$ cat src/rtl/adc_spi_responder.sv
// adc_spi_responder: SPI ADC emulator driving miso under cs; ADC_RESP_LFSR_EN swaps the ramp for a 16-bit LFSR
module adc_spi_responder #(
  parameter int DATA_W     = 12,
  parameter int LEAD_ZEROS = 4,
  parameter int RAMP_STEP  = 1,
  parameter bit IDLE_MISO  = 1'b0
) (
  input  logic              clk,
  input  logic              reset,
  input  logic              cs,
  input  logic [DATA_W-1:0] sample_data,
  input  logic              sample_load,
  input  logic              pattern_en,
  output logic              miso,
  output logic              busy,
  output logic              frame_done,
  output logic              frame_abort,
  output logic [15:0]       frame_count
);
  localparam int MAXC = DATA_W > LEAD_ZEROS ? DATA_W : LEAD_ZEROS;
  localparam int CW = $clog2(MAXC + 1);
  typedef enum logic [1:0] {IDLE, LEAD, DATA, TRAIL} state_t;
  state_t state, state_n;
  logic cs_q, load_pend, used_pat, fall, last_lead, last_data, use_pend;
  logic [DATA_W-1:0] shift, shadow, pend_val, pat_val;
  logic [CW-1:0] bit_cnt;
`ifdef ADC_RESP_LFSR_EN
  logic [15:0] lfsr;
`else
  logic [DATA_W-1:0] ramp;
`endif
  always_comb begin
    fall = cs_q & ~cs;
    last_lead = bit_cnt == CW'(LEAD_ZEROS - 1);
    last_data = bit_cnt == CW'(DATA_W - 1);
    use_pend = load_pend | sample_load;
    pend_val = sample_load ? sample_data : shadow;
`ifdef ADC_RESP_LFSR_EN
    pat_val = lfsr[DATA_W-1:0];
`else
    pat_val = ramp;
`endif
    state_n = state;
    case (state)
      IDLE:    state_n = !fall ? IDLE : LEAD_ZEROS == 0 ? DATA : LEAD;
      LEAD:    state_n = cs ? IDLE : last_lead ? DATA : LEAD;
      DATA:    state_n = cs ? IDLE : last_data ? TRAIL : DATA;
      default: state_n = cs ? IDLE : TRAIL;
    endcase
  end
  always_ff @(posedge clk) begin
    if (reset) begin
      state <= IDLE;
      cs_q <= 1'b1;
      miso <= IDLE_MISO;
      busy <= 1'b0;
      frame_done <= 1'b0;
      frame_abort <= 1'b0;
      frame_count <= '0;
      shadow <= '0;
      shift <= '0;
      load_pend <= 1'b0;
      used_pat <= 1'b0;
      bit_cnt <= '0;
`ifdef ADC_RESP_LFSR_EN
      lfsr <= 16'hACE1;
`else
      ramp <= '0;
`endif
    end else begin
      state <= state_n;
      cs_q <= cs;
      frame_done <= 1'b0;
      frame_abort <= 1'b0;
      if (sample_load) begin
        shadow <= sample_data;
        load_pend <= 1'b1;
      end
      if (state == IDLE) begin
        miso <= IDLE_MISO;
        if (fall) begin
          shift <= use_pend ? pend_val : pattern_en ? pat_val : shadow;
          used_pat <= ~use_pend & pattern_en;
          load_pend <= 1'b0;
          bit_cnt <= '0;
          busy <= 1'b1;
        end
      end else if (state == TRAIL) begin
        miso <= cs ? IDLE_MISO : 1'b0;
        busy <= ~cs;
      end else if (cs) begin
        miso <= IDLE_MISO;
        busy <= 1'b0;
        frame_abort <= 1'b1;
      end else if (state == LEAD) begin
        miso <= 1'b0;
        bit_cnt <= last_lead ? '0 : bit_cnt + CW'(1);
      end else begin
        miso <= shift[DATA_W-1];
        shift <= shift << 1;
        bit_cnt <= bit_cnt + CW'(1);
        if (last_data) begin
          frame_done <= 1'b1;
          frame_count <= frame_count + 16'd1;
`ifdef ADC_RESP_LFSR_EN
          lfsr <= {lfsr[14:0], lfsr[15] ^ lfsr[13] ^ lfsr[12] ^ lfsr[10]};
`else
          if (used_pat) ramp <= ramp + DATA_W'(RAMP_STEP);
`endif
        end
      end
    end
  end
endmodule

$ cat config.mk
export PLATFORM = sky130hd
export DESIGN_NAME = adc_spi_responder
export DESIGN_NICKNAME = d
export VERILOG_FILES = /design/src/rtl/adc_spi_responder.sv
export SDC_FILE = /design/constraint.sdc
export NUM_CORES = 1
export LEC_CHECK = 0
export CORE_ASPECT_RATIO = 0.5
export CORE_MARGIN = 8
export CORE_UTILIZATION = 45
export CTS_BUF_LIST = sky130_fd_sc_hd__clkbuf_4
export CTS_CLUSTER_DIAMETER = 50
export CTS_CLUSTER_SIZE = 8
export DETAILED_ROUTE_END_ITERATION = 6
export GPL_ROUTABILITY_DRIVEN = 0
export PLACE_DENSITY_LB_ADDON = 0.12
export SLEW_MARGIN = 10
export SYNTH_ARGS = -nofsm -noshare
export SYNTH_HDL_FRONTEND = slang
export SYNTH_SLANG_ARGS = --single-unit
$ cat constraint.sdc
create_clock -name clk -period 4.75 [get_ports clk]
set_input_delay 0.7125 -clock clk [delete_from_list [all_inputs] [get_ports clk]]
set_output_delay 0.7125 -clock clk [all_outputs]
set_load 0.02 [all_outputs]
After elaboration in Yosys (flattened, before gate mapping)
Cells that the tools add are included.

storage, ports and cells
  output and inout bits = 20
  register bits = 65

operators by class
  mux-type cells = 30
  $add $sub $neg = 3
  bitwise gates (word level) = 8
  equal/unequal tests = 9
  reduce and logical (&&, ||, !) cells = 10

operators with widths
  cell                                           number
  2-to-1 mux 12 bit                              8
  2-to-1 mux 4 bit                               6
  adder 16 x 1 -> 16 bit, second input constant  1
  adder 12 x 1 -> 12 bit, second input constant  1
  2-to-1 mux 1 bit                               11
  2-to-1 mux 2 bit                               4
  inequality test 2 bit, second input constant   3
  case mux 2 bit (3 select lines)                1
  AND reduction 6 bit                            1
  inverter 1 bit                                 5
  AND reduction 5 bit                            1
  OR reduction 5 bit                             1
  adder 4 x 1 -> 4 bit, second input constant    1
  == test 2 bit, second input constant           2
  == test 4 x 2 -> 1 bit, second input constant  1
  == test 4 bit, second input constant           1
  AND reduction 2 bit                            2
  AND reduction 4 bit                            1
  AND reduction 3 bit                            1
  nonzero test 3 bit                             1
  OR reduction 3 bit                             1
  bitwise AND 1 bit                              2
  == test 2 x 1 -> 1 bit, second input constant  1
  zero test 2 bit                                1
  2 further kinds                                2

Depth between registers and ports, before layout
Gate-level depths: netlist (run 1).

  depth after elaboration = 6
  depth in mapped cells = 7

Worst setup path after synthesis (run 1)
OpenSTA, ideal clock, no wires.

  kind = input port to flip-flop
  from = in pattern_en
  to = reg shift[10]
  arrival time = 1.722 ns
  stages = 5
  setup slack = 2.886 ns
  setup time = 0.142 ns
  path buffers = 1
  cell sequence = nor2b_1 -> buf_2 -> mux2_2 -> o211ai_1 -> a311oi_1

on the way
  word-level cells in the longest chain between the ends = 4

ends and longest elaborated chain
  what                            line  text
  start, declared                 13    input logic pattern_en,
  2-to-1 mux 12 bit (2 in a row)  82    shift <= use_pend ? pend_val : pattern_en ? pat_val : shadow;
  2-to-1 mux 12 bit               81    if (fall) begin
  2-to-1 mux 12 bit               79    if (state == IDLE) begin
  end signal, assigned            82
  end signal, assigned            100   shift <= shift << 1;
  end, declared                   25    logic [DATA_W-1:0] shift, shadow, pend_val, pat_val;

No other way between the ends. The select of a mux whose other input is x is not followed.
A chain may end at the register's enable or synchronous reset.

Final worst setup path (run 1)
  from = reg state[0]
  to = reg ramp[7], in the netlist pat_val[7]

on the way
  word-level cells in the longest chain between the ends = 3
  elaborated cells on any way between the ends = 7
  those cells by class = eq/ne: 2; bitwise: 3; reduce/logical: 2

ends and longest elaborated chain
  what                                                  line  text
  start, declared                                       23    state_t state, state_n;
  start signal, assigned                                71    state <= state_n;
  == test 2 x 1 -> 1 bit, or another cell as far along  95    end else if (state == LEAD) begin
  inverter 1 bit (no line)                              --
  AND reduction 6 bit (no line) (*)                     --
  end signal, assigned                                  108   if (used_pat) ramp <= ramp + DATA_W'(RAMP_STEP);
  end, declared                                         30    logic [DATA_W-1:0] ramp;

Every way passes the cells marked *; elsewhere a longest branch is shown, timed or not.

==> summary.txt, run 1 <==
Synthesis
  • Post-synth top flop: dfxtp_1
  • Mapped Avg Cell Area: 9.00 µm²
  • Post-Syn Instances: 345
  • Async set or reset register ratio after synthesis: 0%
  • Register area share after synthesis: 41.9%
  • Yosys reg bits: 65
  • Post-Syn Nets: 370
  • Share of the synthesized area in the top cell type: 41.9%
  • Ranking of synthesized cells by area: dfxtp_1 42%, nand2b_1 5.4%, nor2_1 5.4%
  • Top cell type by total area after synthesis: dfxtp_1
  • Cell variety after synth: 41
  • Warnings from Yosys: 0
  • Mapped cell area: 0.00311 mm²
  • Post-synth EDFFs: 0

Timing
  • Final hold violation count: 0
  • Setup violators final: 0
  • FMAX: 351 MHz
  • Normalized max-slew margin: 22.6%
  • Max-slew violations: 0
  • Worst-Margin Slew: 1.16 ns
  • Setup slack after layout: 1.90 ns
  • Minimum clock period: 2.85 ns
  • RSZ-0062 raised after global routing: false
  • Setup_tns: 0 ns
  • Worst clock skew: 0.0107 ns
  • Fin crit share: 59.9%

CTS
  • CTS Sinks: 65
  • TritonCTS Buffers: 9
  • H-tree levels: 3
  • Post-CTS setup buffers: 0
  • Root Driver: clkbuf_4
  • TritonCTS clock tree: built
  • Hold buffer count at cts: 0
  • Clock slew at reported path FFs: 0.09 ns
  • Clock buffer depth: 2
  • PostCTS Resize Cnt: 0
  • Worst-Skew Late Latency: 0.40 ns

Global routing
  • Initial antenna violation count: 0
  • Number of global-route vias before repair: 2324
  • GRT Residual Overflow: 0
  • GRT Util Overall: 13.3%
  • Global-route wire length before repair: 10700 µm
  • Largest net degree at the start of global routing: 63

Pwr
  • Sw Pwr: 246 µW
  • Internal power: 726 µW
  • Sw Ratio: 25.3%
  • Reg power frac: 59.2%
  • Leakage power: 0.00132 µW
  • Combinational power share: 11.5%
  • Peak supply drop: 0.139 mV
  • Clock power share: 29.3%
  • Power per Cell Area: 269 mW/mm²

Final layout
  • Area of the multi-input gates: 0.00172 mm²
  • Final Util: 54.1%
  • Nets: 400
  • # fillers: 631
  • Final Instance Area: 0.00361 mm²
  • Antenna diodes: 0
  • Layout cells sized above 1: 8.22%
  • FF/Latch Area: 0.00130 mm²
  • Area Growth Syn to Fin: 16.2%

Floorplanning
  • I/O pins: 37
  • Die height: 74.7 µm
  • Die footprint: 0.00998 mm²
  • Core footprint: 0.00667 mm²
  • # rows: 21
  • Die width: 133 µm
  • Initial core utilization: 46.5%

Place
  • Port Buffers: 36
  • DP Area: 0.00351 mm²
  • Post-DP HPWL: 4580 µm
  • Pre-CTS WS: 1.57 ns

Outcome
  • Run status: complete, no violations

Routing
  • Final ANT Viol Nets: 0
  • 1st-pass router iterations: 4
  • Drt drc: 0
  • Via/cell ratio: 5.40
  • 1st-iter DRT viols: 169
  • Via count: 2533
  • Total wire length: 6580 µm
  • Drt wl/cell: 14.0 µm

Setup path
  • Crit end category: register
  • Req. time, crit path: 5.06 ns
  • Worst EP arrival: 3.16 ns
  • Crit path kind: reg2reg
  • Largest driver fanout on the critical path: 31
  • Critical Path Source Type: register

Run
  • Max-cap violations: 0

Hold path
  • Worst Hold Class: reg2reg
state kept, by name, summed over array words and instances (netlist names):
signal       count
frame_count     16
pat_val         12
shadow          12
shift           12
bit_cnt          4
state            2
busy             1
cs_q             1
frame_abort      1
frame_done       1
load_pend        1
miso             1
used_pat         1
power groups by stage:
stage	Sequential, µW	Clock (µW)	Combinational [µW]
4_1_cts	576	300	111
3_3_place_gp	588	0	108
2_1_floorplan	586	0	78.6
6_report	576	285	111
5_1_grt	578	318	123
3_5_place_dp	588	0	111
final cells by class:
class | instances | share of cell area [%]
multi-input cells | 256 | 47.5
flip-flops and latches | 65 | 36.1
repair buffers | 37 | 10.1
well taps | 92 | 3.19
clock buffers | 11 | 2.29
inverters | 6 | 0.624
clock inverters | 2 | 0.243
Yosys cell counts (4+ instances only):
| library cell | instances |
|---|---|
| a21oi_1 | 20 |
| a311oi_1 | 11 |
| and2_1 | 5 |
| and3_1 | 5 |
| and4_1 | 4 |
| buf_2 | 4 |
| clkbuf_1 | 12 |
| dfxtp_1 | 65 |
| ha_1 | 8 |
| inv_1 | 6 |
| mux2_2 | 12 |
| mux2i_1 | 15 |
| nand2_1 | 8 |
| nand2b_1 | 27 |
| nand3_1 | 9 |
| nand4_1 | 12 |
| nor2_1 | 45 |
| nor3_1 | 4 |
| o211ai_1 | 11 |
| o21ai_0 | 16 |
| or3_1 | 13 |
| xor2_1 | 10 |
worst paths after layout:
path | start | endpoint | slack [ns] | depth (start not counted)
worst min-delay path | frame_count[15]$_SDFFE_PP0P_ | frame_count[15]$_SDFFE_PP0P_ | 0.49 | 2
worst min register to register | frame_count[15]$_SDFFE_PP0P_ | frame_count[15]$_SDFFE_PP0P_ | 0.49 | 2
worst max-delay path | state[0]$_SDFF_PP0_ | pat_val[7]$_SDFFE_PP0P_ | 1.90 | 6
worst max register to register | state[0]$_SDFF_PP0_ | pat_val[7]$_SDFFE_PP0P_ | 1.90 | 6
through the flow:
| stage | instances | hold WS [ns] | power, µW |
|---|---|---|---|
| after floorplan | 345 | 0.431 | 664 |
| after CTS | 469 | 0.495 | 986 |
| after detailed placement | 456 | 0.480 | 699 |
| after global routing | 469 | 0.517 | 1020 |
| final | 469 | 0.492 | 972 |
| after global placement | 456 | 0.466 | 695 |
placed cells by master, fill, tap and decap left out, types with 12 or more instances in the layout:
cell | Yosys | final
a21oi_1 | 20 | 20
clkdlybuf4s50_1 | 0 | 35
dfxtp_1 | 65 | 65
mux2_2 | 12 | 12
mux2i_1 | 15 | 15
nand2b_1 | 27 | 27
nand4_1 | 12 | 12
nor2_1 | 45 | 45
o21ai_0 | 16 | 16
or3_1 | 13 | 13
kinds of logic (layout without fill, tap and decap cells):
family                   Yosys count  after routing  synth area share [%]
adder cells (fa/ha/maj)            8              8                  3.22
flip-flops                        65             65                  41.9
AO/OA/AOI/OAI                     65             65                  13.3
XOR/XNOR                          12             12                  3.38
multiplexers                      27             27                  9.19
AND/OR/NAND/NOR                  144            144                  26.0
buffers and inverters             24             56                  3.06
layer usage:
metal | routed length, µm | track usage, %
met1 | 3110 | 15.0
met2 | 3030 | 22.3
met3 | 395 | 5.66
met4 | 38 | 4.93
met5 | 0 | 0
worst max-delay path: stages (launching register included):
cell and delay (ns):
dfxtp_1 0.39, inv_1 0.08, ha_1 0.57, nor3_4 0.73
nand4_1 0.43, or3_1 0.42, a21oi_1 0.14
(Power assumes the default switching activity.)
==> run 2, diff against run 1 <==
Clock period 4.75 ns to 2.4 ns, I/O delays scaled along.
==> run 2 against run 1 <==
Compared with the run above:
- cell count is 1.5% higher
- utilization is 0.94 points higher
- sequential cell count unchanged
- via count increased by 1.1%
- power grew 100%
- first-iteration DRC count shrank 18%
- clock-buffer cell count grew 2
- sequential share of layout area fell by 0.61 points
- global-route usage is 1.0 points higher
- clock power up 110%
- largest power group unchanged
- highest routed layer unchanged
==> summary.txt, run 2 (synthesized netlist as in run 1, its figures left out) <==
Final layout
  • Max FFs per register: 16
  • Final Instance Area: 0.00367 mm²
  • Final Util: 55.0%
  • Commonest non-fill, non-tap cells in the layout: 65 x dfxtp_1, 45 x nor2_1, 35 x clkdlybuf4s50_1
  • Antenna diodes: 0
  • # fillers: 632
  • Most common cell after layout, fill and taps aside: dfxtp_1
  • Area Growth Syn to Fin: 18.2%
  • Layout cells sized above 1: 10.2%
  • Largest reg by FF count: frame_count
  • Layout Cells excl Fill: 476
  • Nets: 406

Setup path
  • Critical Path Max Stage Delay: 0.54 ns
  • Crit path kind: reg2reg
  • FF-to-FF setup slack: 0.22 ns
  • Crit path cell chain: inv_1 -> ha_1 -> and4bb_2 -> nand4_1 -> or3_1 -> a21oi_1
  • Worst EP arrival: 2.53 ns
  • Crit end category: register
  • Worst-path cell with the longest stage delay: and4bb_2
  • Critical Path Source Type: register
  • Req. time, crit path: 2.74 ns
  • Largest driver fanout on the critical path: 15

CTS
  • CTS Sinks: 65
  • Hold buffer count at cts: 0
  • TritonCTS clock tree: built
  • TritonCTS Buffers: 9
  • H-tree levels: 3
  • Post-CTS setup buffers: 0
  • PostCTS Resize Cnt: 0
  • Worst-Skew Late Latency: 0.42 ns
  • Root Driver: clkbuf_4
  • Clock slew at reported path FFs: 0.09 ns
  • Clock buffer depth: 2

Timing
  • RSZ-0062 raised after global routing: false
  • Normalized max-slew margin: 57.7%
  • Max-slew violations: 0
  • Worst-Margin Slew: 0.635 ns
  • Minimum clock period: 2.18 ns
  • Worst clock skew: 0.0142 ns
  • Final hold violation count: 0
  • Fin crit share: 90.9%
  • Setup_tns: 0 ns
  • FMAX: 458 MHz
  • Setup violators final: 0

Routing
  • Total wire length: 6680 µm
  • 1st-iter DRT viols: 139
  • Via/cell ratio: 5.38
  • Drt wl/cell: 14.0 µm
  • Via count: 2561
  • Final ANT Viol Nets: 0
  • 1st-pass router iterations: 4
  • Drt drc: 0

Global routing
  • GRT Residual Overflow: 0
  • Largest net degree at the start of global routing: 62
  • Number of global-route vias before repair: 2392
  • GRT Util Overall: 14.3%
  • Global-route wire length before repair: 11400 µm
  • Initial antenna violation count: 0

Run
  • Max-cap violations: 0

Pwr
  • Peak supply drop: 0.369 mV
  • Final Total Pwr: 1970 µW
  • Leakage power: 0.00136 µW
  • Power per Cell Area: 537 mW/mm²

Outcome
  • Run status: complete, no violations

Floorplanning
  • Core footprint: 0.00667 mm²
  • I/O pins: 37
  • Die width: 133 µm
  • # rows: 21
  • Die height: 74.7 µm
  • Die footprint: 0.00998 mm²
  • Initial core utilization: 46.5%

Place
  • Port Buffers: 36
  • Placed instance count: 462
  • Post-DP HPWL: 4770 µm
  • DP Area: 0.00357 mm²

Hold path
  • Worst Hold Class: in2reg
==> run 2: final timing paths <==
check	from	cells after the start	endpoint
max reg2reg	state[1]$_SDFF_PP0_	6	frame_count[14]$_SDFFE_PP0P_
min	reset	2	cs_q$_SDFF_PP1_
max	state[1]$_SDFF_PP0_	6	frame_count[14]$_SDFFE_PP0P_
min reg2reg	shift[9]$_SDFFE_PP0P_	2	shift[10]$_SDFFE_PP0P_
==> run 2: area by class of cell <==
cell class	instances	area, µm²	area share (%)
timing repair buffer	43	420	11.5
tap	92	115	3.14
inverter	6	22.5	0.613
clock buffer	13	97.6	2.66
sequential	65	1300	35.4
multi-input combinational	256	1710	46.6
clock inverter	1	5.00	0.136
==> run 2: metrics by stage <==
stage,worst slack (ns),hold WS (ns)
final,0.217,0.243
after CTS,0.227,0.208
after global routing,0.0740,0.210
after floorplan,0.580,0.431
after detailed placement,0.151,0.467
after global placement,0.245,0.451
==> run 2: critical path: cells and delay by family, from the launching register on <==
kind / cells / cell delay [ns]
DFF: 1 / 0.38
AOI/OAI and AO/OA: 1 / 0.15
adders and majority gates: 1 / 0.22
and+or+nand+nor: 3 / 1.27
buffers and inverters: 1 / 0.09
==> run 2: layer usage <==
layer	GRT usage [%]	share of wire [%]	vias up
met4	3.33	0.88	0
li1	-	-	1317
met5	0	0	-
met3	7.06	6.8	9
met1	16.5	47	1191
met2	23.5	45	44
==> run 2: report_power, final <==
part / switching (µW) / internal, µW / leakage, µW
Clock: 354 / 248 / 0.0000637
Combinational: 119 / 113 / 0.000767
Sequential: 21.5 / 1120 / 0.000530
==> run 3, diff against run 2 <==
Settings changed: CORE_MARGIN 8 to unset.
==> run 3 against run 2 <==
Compared with the run above:
- clock power about the same
- sequential cell count did not move
- first-iteration DRC count grew 17%
- cell count shrank 0.42%
- largest power group unchanged
- combinational power is essentially flat
==> summary.txt, run 3 (synthesized netlist as in run 1, its figures left out) <==
Floorplanning
  • # rows: 20
  • I/O pins: 37
  • Die width: 119 µm
  • Die footprint: 0.00726 mm²
  • Initial core utilization: 48.9%
  • Die height: 60.7 µm
  • Core footprint: 0.00636 mm²

CTS
  • Worst-Skew Late Latency: 0.42 ns
  • Clock buffer depth: 2
  • PostCTS Resize Cnt: 0
  • Root Driver: clkbuf_4
  • H-tree levels: 3
  • TritonCTS clock tree: built
  • TritonCTS Buffers: 9
  • Hold buffer count at cts: 0
  • Post-CTS setup buffers: 0
  • Clock slew at reported path FFs: 0.10 ns
  • CTS Sinks: 65

Routing
  • 1st-pass router iterations: 4
  • Via/cell ratio: 5.46
  • Drt drc: 0
  • 1st-iter DRT viols: 163
  • Final ANT Viol Nets: 0
  • Via count: 2590
  • Total wire length: 6530 µm
  • Drt wl/cell: 13.8 µm

Timing
  • Setup violators final: 0
  • FMAX: 472 MHz
  • Worst-Margin Slew: 0.650 ns
  • RSZ-0062 raised after global routing: false
  • Setup_tns: 0 ns
  • Hold_ws: 0.238 ns
  • Fin crit share: 88.2%
  • Minimum clock period: 2.12 ns
  • Final hold violation count: 0
  • Max-slew violations: 0
  • Normalized max-slew margin: 56.7%
  • Worst clock skew: 0.00968 ns

Global routing
  • GRT Util Overall: 19.6%
  • GRT Residual Overflow: 0
  • Largest net degree at the start of global routing: 62
  • Number of global-route vias before repair: 2279
  • Initial antenna violation count: 0
  • Global-route wire length before repair: 10800 µm

Setup path
  • Critical Path Source Type: register
  • Largest driver fanout on the critical path: 8
  • WP buf/inv: 1
  • Worst EP arrival: 2.47 ns
  • Critical Path Max Stage Delay: 0.43 ns
  • R2r worst-path depth: 6
  • Crit path kind: reg2reg
  • Req. time, crit path: 2.75 ns
  • CP delay by family, top: simple AND/OR/NAND/NOR gates
  • Crit path cell chain: inv_1 -> ha_1 -> nor3_4 -> nand4_1 -> or3_1 -> a21oi_1
  • Worst-path cell with the longest stage delay: or3_1
  • Cell count along the critical path: 6
  • Crit end category: register

Place
  • DP Area: 0.00356 mm²
  • Post-DP HPWL: 4470 µm
  • Port Buffers: 36

Final layout
  • Area Growth Syn to Fin: 18.1%
  • Antenna diodes: 0
  • Final Instance Area: 0.00367 mm²
  • Commonest non-fill, non-tap cells in the layout: 65 x dfxtp_1, 45 x nor2_1, 35 x clkdlybuf4s50_1
  • Nets: 406
  • Layout cells sized above 1: 10.1%
  • Largest reg by FF count: frame_count
  • Max FFs per register: 16
  • Most common cell after layout, fill and taps aside: dfxtp_1

Pwr
  • Sw Pwr: 516 µW
  • Leakage power: 0.00136 µW
  • Internal power: 1450 µW
  • Clock power share: 30.4%
  • Reg power frac: 57.8%
  • Peak supply drop: 0.414 mV
  • Combinational power share: 11.8%
  • Power per Cell Area: 537 mW/mm²
  • Sw Ratio: 26.2%

Run
  • Max-cap violations: 0

Hold path
  • Hold Crit Depth: 2
  • Worst Hold Class: in2reg

Outcome
  • Run status: complete, no violations
==> run 3: changes by cell type in the layout (fill, tap and decap cells not counted), sizes merged <==
cell    previous run  this run
clkinv             1         5
clkbuf            13        11
==> run 3: layout make-up <==
class	count	area, µm²
Clock inverter	5	22.5
Fill cell	570	2690
Inverter	6	22.5
Tap cell	88	110
Multi-Input combinational cell	256	1710
Clock buffer	11	82.6
Timing Repair Buffer	43	420
Sequential cell	65	1300
==> run 3: through the flow <==
step,total power (µW),std cells,worst slack [ns],utilization [%]
finish,1970,474,0.283,57.7
floorplan,1320,345,0.580,-
detailed placement,1400,458,0.115,56.1
CTS,2000,474,0.272,57.7
global placement,1390,458,0.186,56.1
global route,2080,474,0.0950,57.7
==> run 3: worst paths after layout <==
kind	start	end	slack [ns]
worst min register to register	shift[10]$_SDFFE_PP0P_	shift[11]$_SDFFE_PP0P_	0.49
worst max register to register	state[0]$_SDFF_PP0_	frame_count[12]$_SDFFE_PP0P_	0.28
worst min-delay path	reset	cs_q$_SDFF_PP1_	0.24
worst max-delay path	state[0]$_SDFF_PP0_	frame_count[12]$_SDFFE_PP0P_	0.28
==> run 3: power groups by stage <==
stage          Combinational, µW  Clock (µW)  Sequential [µW]
2_1_floorplan                156           0             1160
3_3_place_gp                 228           0             1160
3_5_place_dp                 233           0             1160
4_1_cts                      234         624             1140
5_1_grt                      256         680             1140
6_report                     233         598             1140
==> run 3: worst register-to-register path, stage by stage (launching register included) <==
cell     delay, ns
dfxtp_1       0.41
inv_1         0.09
ha_1          0.25
nor3_4        0.40
nand4_1       0.32
or3_1         0.43
a21oi_1       0.15
==> run 3: per-layer routing <==
metal	share of wire (%)	up-vias	global-route usage, %	routed length, µm
met3	4.4	8	7.33	288
met5	0	-	0	0
met4	0.96	0	5.89	63
met2	43	46	30.8	2820
li1	-	1320	-	-
met1	51	1216	25.4	3350
